File: config.mk
export PLATFORM = sky130hd
export DESIGN_NAME = gate_vector_sequencer_flat
export DESIGN_NICKNAME = d
export VERILOG_FILES = /design/src/rtl/gate_vector_sequencer_if.sv /design/src/rtl/gate_vector_sequencer.sv /design/src/flat_wrapper.sv
export SDC_FILE = /design/constraint.sdc
export NUM_CORES = 1
export LEC_CHECK = 0
export ABC_AREA = 1
export ABC_CLOCK_PERIOD_IN_PS = 2800
export CAP_MARGIN = 25
export CORE_MARGIN = 2
export CORE_UTILIZATION = 45
export DETAILED_ROUTE_END_ITERATION = 10
export GPL_TIMING_DRIVEN = 1
export PLACE_DENSITY = 0.68
export RECOVER_POWER = 25
export SLEW_MARGIN = 20
export SYNTH_ARGS = -nofsm -noshare
export SYNTH_HDL_FRONTEND = slang
export SYNTH_SLANG_ARGS = --single-unit
File: constraint.sdc
create_clock -name clk_i -period 2.8 [get_ports clk_i]
set_input_delay 0.56 -clock clk_i [delete_from_list [all_inputs] [get_ports clk_i]]
set_output_delay 0.56 -clock clk_i [all_outputs]
set_load 0.05 [all_outputs]
File: src/rtl/gate_vector_sequencer_if.sv
// gate_vector_sequencer_if
//   Bundles the sweep control, stimulus and verdict signals shared between
//   the sequencer and the gate network / controller around it.
//   master : the sequencer (drives vec and status, reads start and dut_r)
//   slave  : the environment (drives start and dut_r, reads vec and status)
//   Signals:
//     start          sweep request, sampled on the rising clock edge
//     vec            stimulus vector to the gate inputs (bit 0 = a, bit 1 = b)
//     dut_r          gate result under test
//     busy           sweep in progress
//     done           sweep finished; held until the next accepted start
//     pass           valid with done; 1 iff err_count == 0
//     err_count      mismatching vectors in the current or last sweep
//     first_fail_vec first mismatching vector, 0 if there was none
interface gate_vector_sequencer_if #(
  parameter int N_INPUTS = 2
);
  logic                start;
  logic [N_INPUTS-1:0] vec;
  logic                dut_r;
  logic                busy;
  logic                done;
  logic                pass;
  logic [N_INPUTS:0]   err_count;
  logic [N_INPUTS-1:0] first_fail_vec;

  modport master (
    input  start, dut_r,
    output vec, busy, done, pass, err_count, first_fail_vec
  );

  modport slave (
    output start, dut_r,
    input  vec, busy, done, pass, err_count, first_fail_vec
  );
endinterface

File: src/rtl/gate_vector_sequencer.sv
// gate_vector_sequencer
//   Exhaustive stimulus/response stage for a small combinational gate network.
//   On start it walks vec from 0 to 2^N_INPUTS-1, holds each value for
//   SETTLE_CYCLES+1 cycles, samples dut_r on the last edge of the window and
//   compares it against bit vec of EXPECT_MASK. Reports pass/fail, the number
//   of mismatching vectors and the first failing vector.
//   Ports:
//     clk_i   rising-edge clock
//     reset_i asynchronous active-high reset
//     bus     gate_vector_sequencer_if.master (start, vec, dut_r, busy, done,
//             pass, err_count, first_fail_vec)
//   Build option:
//     STOP_ON_FAIL_EN  when defined, the first mismatch ends the sweep at that
//                      sampling edge with err_count=1 and vec left on the
//                      failing vector.
module gate_vector_sequencer #(
  parameter int                        N_INPUTS      = 2,
  parameter int                        SETTLE_CYCLES = 1,
  parameter logic [(2**N_INPUTS)-1:0]  EXPECT_MASK   = 4'b0111
) (
  input  logic clk_i,
  input  logic reset_i,
  gate_vector_sequencer_if.master bus
);

  localparam int CW = (SETTLE_CYCLES > 0) ? $clog2(SETTLE_CYCLES + 1) : 1;
  localparam logic [CW-1:0] SETTLE_LD = CW'(SETTLE_CYCLES);

  typedef enum logic [1:0] {
    S_IDLE = 2'd0,
    S_RUN  = 2'd1,
    S_DONE = 2'd2
  } state_e;

  state_e              state_q, state_d;
  logic [N_INPUTS-1:0] vec_q, vec_d;
  logic [CW-1:0]       cnt_q, cnt_d;
  logic [N_INPUTS:0]   err_q, err_d;
  logic [N_INPUTS-1:0] ffv_q, ffv_d;
  logic                busy_q, busy_d;
  logic                done_q, done_d;
  logic                pass_q, pass_d;

  logic              exp_bit;
  logic              mismatch;
  logic              last_vec;
  logic [N_INPUTS:0] err_inc;

  always_ff @(posedge clk_i or posedge reset_i) begin
    if (reset_i) begin
      state_q <= S_IDLE;
      vec_q   <= '0;
      cnt_q   <= '0;
      err_q   <= '0;
      ffv_q   <= '0;
      busy_q  <= 1'b0;
      done_q  <= 1'b0;
      pass_q  <= 1'b0;
    end else begin
      state_q <= state_d;
      vec_q   <= vec_d;
      cnt_q   <= cnt_d;
      err_q   <= err_d;
      ffv_q   <= ffv_d;
      busy_q  <= busy_d;
      done_q  <= done_d;
      pass_q  <= pass_d;
    end
  end

  always_comb begin
    state_d = state_q;
    vec_d   = vec_q;
    cnt_d   = cnt_q;
    err_d   = err_q;
    ffv_d   = ffv_q;
    busy_d  = busy_q;
    done_d  = done_q;
    pass_d  = pass_q;

    exp_bit  = EXPECT_MASK[vec_q];
    // Case inequality so an X/Z result from the gate is a mismatch in sim.
    mismatch = (bus.dut_r !== exp_bit);
    last_vec = (vec_q == {N_INPUTS{1'b1}});
    // Count including the comparison made on this edge; cannot wrap since
    // at most 2^N_INPUTS vectors are checked.
    err_inc  = err_q + {{N_INPUTS{1'b0}}, mismatch};

    case (state_q)
      S_IDLE, S_DONE: begin
        if (bus.start) begin
          state_d = S_RUN;
          vec_d   = '0;
          cnt_d   = SETTLE_LD;
          err_d   = '0;
          ffv_d   = '0;
          busy_d  = 1'b1;
          done_d  = 1'b0;
          pass_d  = 1'b0;
        end
      end
      S_RUN: begin
        // start is deliberately not looked at here.
        if (cnt_q != '0) begin
          cnt_d = cnt_q - 1'b1;
        end else begin
          err_d = err_inc;
          if (mismatch && (err_q == '0)) ffv_d = vec_q;
`ifdef STOP_ON_FAIL_EN
          if (mismatch || last_vec) begin
`else
          if (last_vec) begin
`endif
            // vec keeps the value just checked.
            state_d = S_DONE;
            busy_d  = 1'b0;
            done_d  = 1'b1;
            pass_d  = (err_inc == '0);
          end else begin
            vec_d = vec_q + 1'b1;
            cnt_d = SETTLE_LD;
          end
        end
      end
      default: begin
        state_d = S_IDLE;
      end
    endcase
  end

  assign bus.vec            = vec_q;
  assign bus.busy           = busy_q;
  assign bus.done           = done_q;
  assign bus.pass           = pass_q;
  assign bus.err_count      = err_q;
  assign bus.first_fail_vec = ffv_q;

endmodule

File: src/flat_wrapper.sv
// flat-port wrapper written by rule: the top's interface ports become plain ports
module gate_vector_sequencer_flat 
#(
  parameter int                        N_INPUTS      = 2,
  parameter int                        SETTLE_CYCLES = 1,
  parameter logic [(2**N_INPUTS)-1:0]  EXPECT_MASK   = 4'b0111
)
  (clk_i, reset_i, bus_start, bus_dut_r, bus_vec, bus_busy, bus_done, bus_pass, bus_err_count, bus_first_fail_vec);
  gate_vector_sequencer_if #(.N_INPUTS(N_INPUTS)) bus_i ();
  input  logic clk_i;
  input  logic reset_i;
  input wire logic [$bits(bus_i.start)-1:0] bus_start;
  input wire logic [$bits(bus_i.dut_r)-1:0] bus_dut_r;
  output wire logic [$bits(bus_i.vec)-1:0] bus_vec;
  output wire logic [$bits(bus_i.busy)-1:0] bus_busy;
  output wire logic [$bits(bus_i.done)-1:0] bus_done;
  output wire logic [$bits(bus_i.pass)-1:0] bus_pass;
  output wire logic [$bits(bus_i.err_count)-1:0] bus_err_count;
  output wire logic [$bits(bus_i.first_fail_vec)-1:0] bus_first_fail_vec;
  assign bus_i.start = bus_start;
  assign bus_i.dut_r = bus_dut_r;
  assign bus_vec = bus_i.vec;
  assign bus_busy = bus_i.busy;
  assign bus_done = bus_i.done;
  assign bus_pass = bus_i.pass;
  assign bus_err_count = bus_i.err_count;
  assign bus_first_fail_vec = bus_i.first_fail_vec;
  gate_vector_sequencer #(.N_INPUTS(N_INPUTS), .SETTLE_CYCLES(SETTLE_CYCLES), .EXPECT_MASK(EXPECT_MASK)) u_core (.clk_i(clk_i), .reset_i(reset_i), .bus(bus_i));
endmodule
==> key figures <==
Synth
  • Yosys cell types: 15
  • Mapped Area: 659 sq um
  • Post-synthesis adder-cell area fraction: 5.69%
  • Syn Nets: 85
  • Mux share of post-synthesis cell area: 0%
  • Syn Inst Count: 78
  • Xor/xnor share of the synthesized area: 1.33%
  • #FFs+latches synth: 13
  • Ys Warns: 0
  • Synth Area in Compound Gates: 6.07%
  • Register area share after synthesis: 49.3%
  • Combinational family with the most area after synthesis: simple AND/OR/NAND/NOR gates
  • Mapped Avg Cell Area: 8.45 sq um
  • Synth Area in Simple Gates: 30.7%

Drt
  • Initial drt markers: 3
  • Routed Antenna Nets: 0
  • Routed len/inst: 11.1 um
  • Post-Route WL: 1220 um
  • DR vias: 545
  • Vias/cell: 4.95
  • Pre-antenna DRT Iters: 4
  • DRC viols: 0

Die
  • Die H: 42.3 um
  • IO Count: 14
  • # rows: 13
  • Die Area: 0.00179 sq mm
  • Initial Util: 49.4%
  • Core Region: 0.00133 sq mm
  • Width of the die: 42.3 um

Finish
  • Final std cells w/o fill: 110
  • Area delta synth->final: 26.6%
  • Antenna cell count: 0
  • Fill cells: 128
  • Final core occ: 62.6%
  • Layout cells sized above 1: 10.5%
  • Final net count: 103

Critical path
  • Worst endpoint required time: 2.24 ns
  • Worst Path Buf+Inv: 1
  • CP top delay family: buffers and inverters
  • CP endpoint kind: output pin
  • Crit path cell chain: clkdlybuf4s50_1
  • CP Launch Type: flip-flop
  • Worst path slowest cell: clkdlybuf4s50_1
  • CP max FO: 4
  • Crit Path Category: reg2out
  • CP Data Arrival Time: 1.49 ns
  • CP max stage delay: 0.82 ns

Placement
  • I/O Buffers: 13
  • Placed instance count: 106
  • HPWL Detailed: 917 um
  • Placer Congestion: 0.762

Clock network
  • CTS resizes: 0
  • TritonCTS Buffers: 3
  • Root buf cell: clkbuf_4
  • Clock buffer depth: 2
  • Cts hold-fix bufs: 0
  • CTS sink count: 13
  • Reg clk slew, reported paths: 0.08 ns
  • Clk Latency, worst-skew pair: 0.27 ns
  • H-tree levels: 1
  • Post-CTS Setup Bufs: 0
  • CTS tree: built

Flow run
  • Max cap viols: 0

Pwr
  • Pwr per Cell Area: 1270 mW/mm^2
  • Peak supply drop: 0.689 mV
  • Leak: 0.443 nW

STA
  • Max-slew violations: 0
  • Tcrit/Tclk final: 73.2%
  • RSZ-0062 raised after global routing: no
  • Hold Vio Cnt, Final: 0
  • Setup-failing EPs final: 0
  • Setup TNS: 0 ns
  • Skew final: 0.00498 ns
  • Max transition margin: 67.0%
  • Worst Tran Pin Value: 0.494 ns
  • Min Tclk post-route: 2.05 ns
  • Fmax: 488 MHz

Global routing
  • GRT Util Overall: 16.5%
  • Global-route wire length before repair: 2250 um
  • Vias in the first global route: 558
  • Largest net degree at the start of global routing: 14
  • GR Overflow Total: 0
  • Initial antenna violation count: 0

Status
  • Status: finished, final reports clean

Hold path
  • Hold/Removal Path Class: reg2reg
-- synthesized netlist by cell type --
| cell | number | area [sq um] |
|---|---|---|
| dfrtp_1 | 13 | 325 |
| ha_1 | 3 | 37.5 |
| inv_1 | 9 | 33.8 |
| inv_2 | 3 | 11.3 |
| nand2_1 | 26 | 97.6 |
| nand2_4 | 2 | 22.5 |
| nand3_1 | 7 | 35.0 |
| nand4_1 | 2 | 12.5 |
| nor2_1 | 4 | 15.0 |
| nor2_8 | 1 | 20.0 |
| o21ai_0 | 4 | 20.0 |
| o21ai_1 | 1 | 5.00 |
| o21ai_2 | 1 | 8.76 |
| o22ai_1 | 1 | 6.26 |
| xor2_1 | 1 | 8.76 |
-- cells by family after synthesis --
group           Yosys count
compound gates            7
xor+xnor                  1
fa+ha+maj                 3
buf+inv                  12
flops                    13
simple gates             42
-- sequential cells by signal (all words and copies together) (netlist names) --
| name | count |
|---|---|
| u_core.bus.vec | 2 |
| u_core.bus.done | 1 |
| u_core.bus.pass | 1 |
| u_core.cnt_q | 1 |
| u_core.bus.err_count | 3 |
| u_core.bus.first_fail_vec | 2 |
| u_core.state_q | 2 |
| u_core.bus.busy | 1 |
-- where the power goes --
part / internal [mW] / total [mW] / switching (mW) / leakage [nW]
registers: 0.258 / 0.305 / 0.0471 / 0.163
logic: 0.204 / 0.640 / 0.436 / 0.265
clock network: 0.0552 / 0.117 / 0.0614 / 0.0150
total: 0.517 / 1.06 / 0.544 / 0.443
-- layout make-up --
class,count,area [sq um],area share (%)
multi-input combinational,53,289,34.6
timing repair buffer,13,130,15.6
clock buffer,4,26.3,3.15
sequential,13,325,39.0
tap,15,18.8,2.25
inverter,12,45.0,5.40
-- path summary, 6_finish.rpt --
path	slack, ns	endpoint	cells after the start	start
max in group asynchronous	1.73	u_core.bus.pass	2	reset_i
worst min-delay path	0.48	u_core.bus.busy	2	u_core.bus.busy
worst max register to register	1.07	u_core.bus.pass	11	u_core.bus.vec[0]
min in group asynchronous	0.74	u_core.cnt_q	2	reset_i
worst max-delay path	0.75	bus_err_count[0]	1	u_core.bus.err_count[0]
worst min register to register	0.48	u_core.bus.busy	2	u_core.bus.busy
-- metal layers --
layer | wire, um | track usage [%]
met5 | 0 | 0
met4 | 31 | 9.38
met3 | 38 | 3.02
met2 | 534 | 25.5
met1 | 615 | 21.4
-- placed cells by master, fill, tap and decap left out --
cell type	n
clkbuf_1	1
clkbuf_4	3
clkdlybuf4s50_1	12
dfrtp_1	13
dlygate4sd3_1	1
ha_1	3
inv_1	9
inv_2	3
nand2_1	26
nand2_4	2
nand3_1	7
nand4_1	2
nor2_1	4
nor2_8	1
o21ai_0	4
o21ai_1	1
o21ai_2	1
o22ai_1	1
xor2_1	1
-- metrics by stage --
stage | power [mW] | area, sq um | hold WS, ns | setup WS (ns)
global route | 1.14 | 835 | 0.504 | 0.684
detailed placement | 0.947 | 808 | 0.460 | 0.700
finish | 1.06 | 835 | 0.476 | 0.752
CTS | 1.06 | 835 | 0.479 | 0.744
floorplan | 0.777 | 659 | 0.437 | 0.880
global placement | 0.941 | 808 | 0.458 | 0.736
Note: power is estimated with default switching activity, not from simulation.
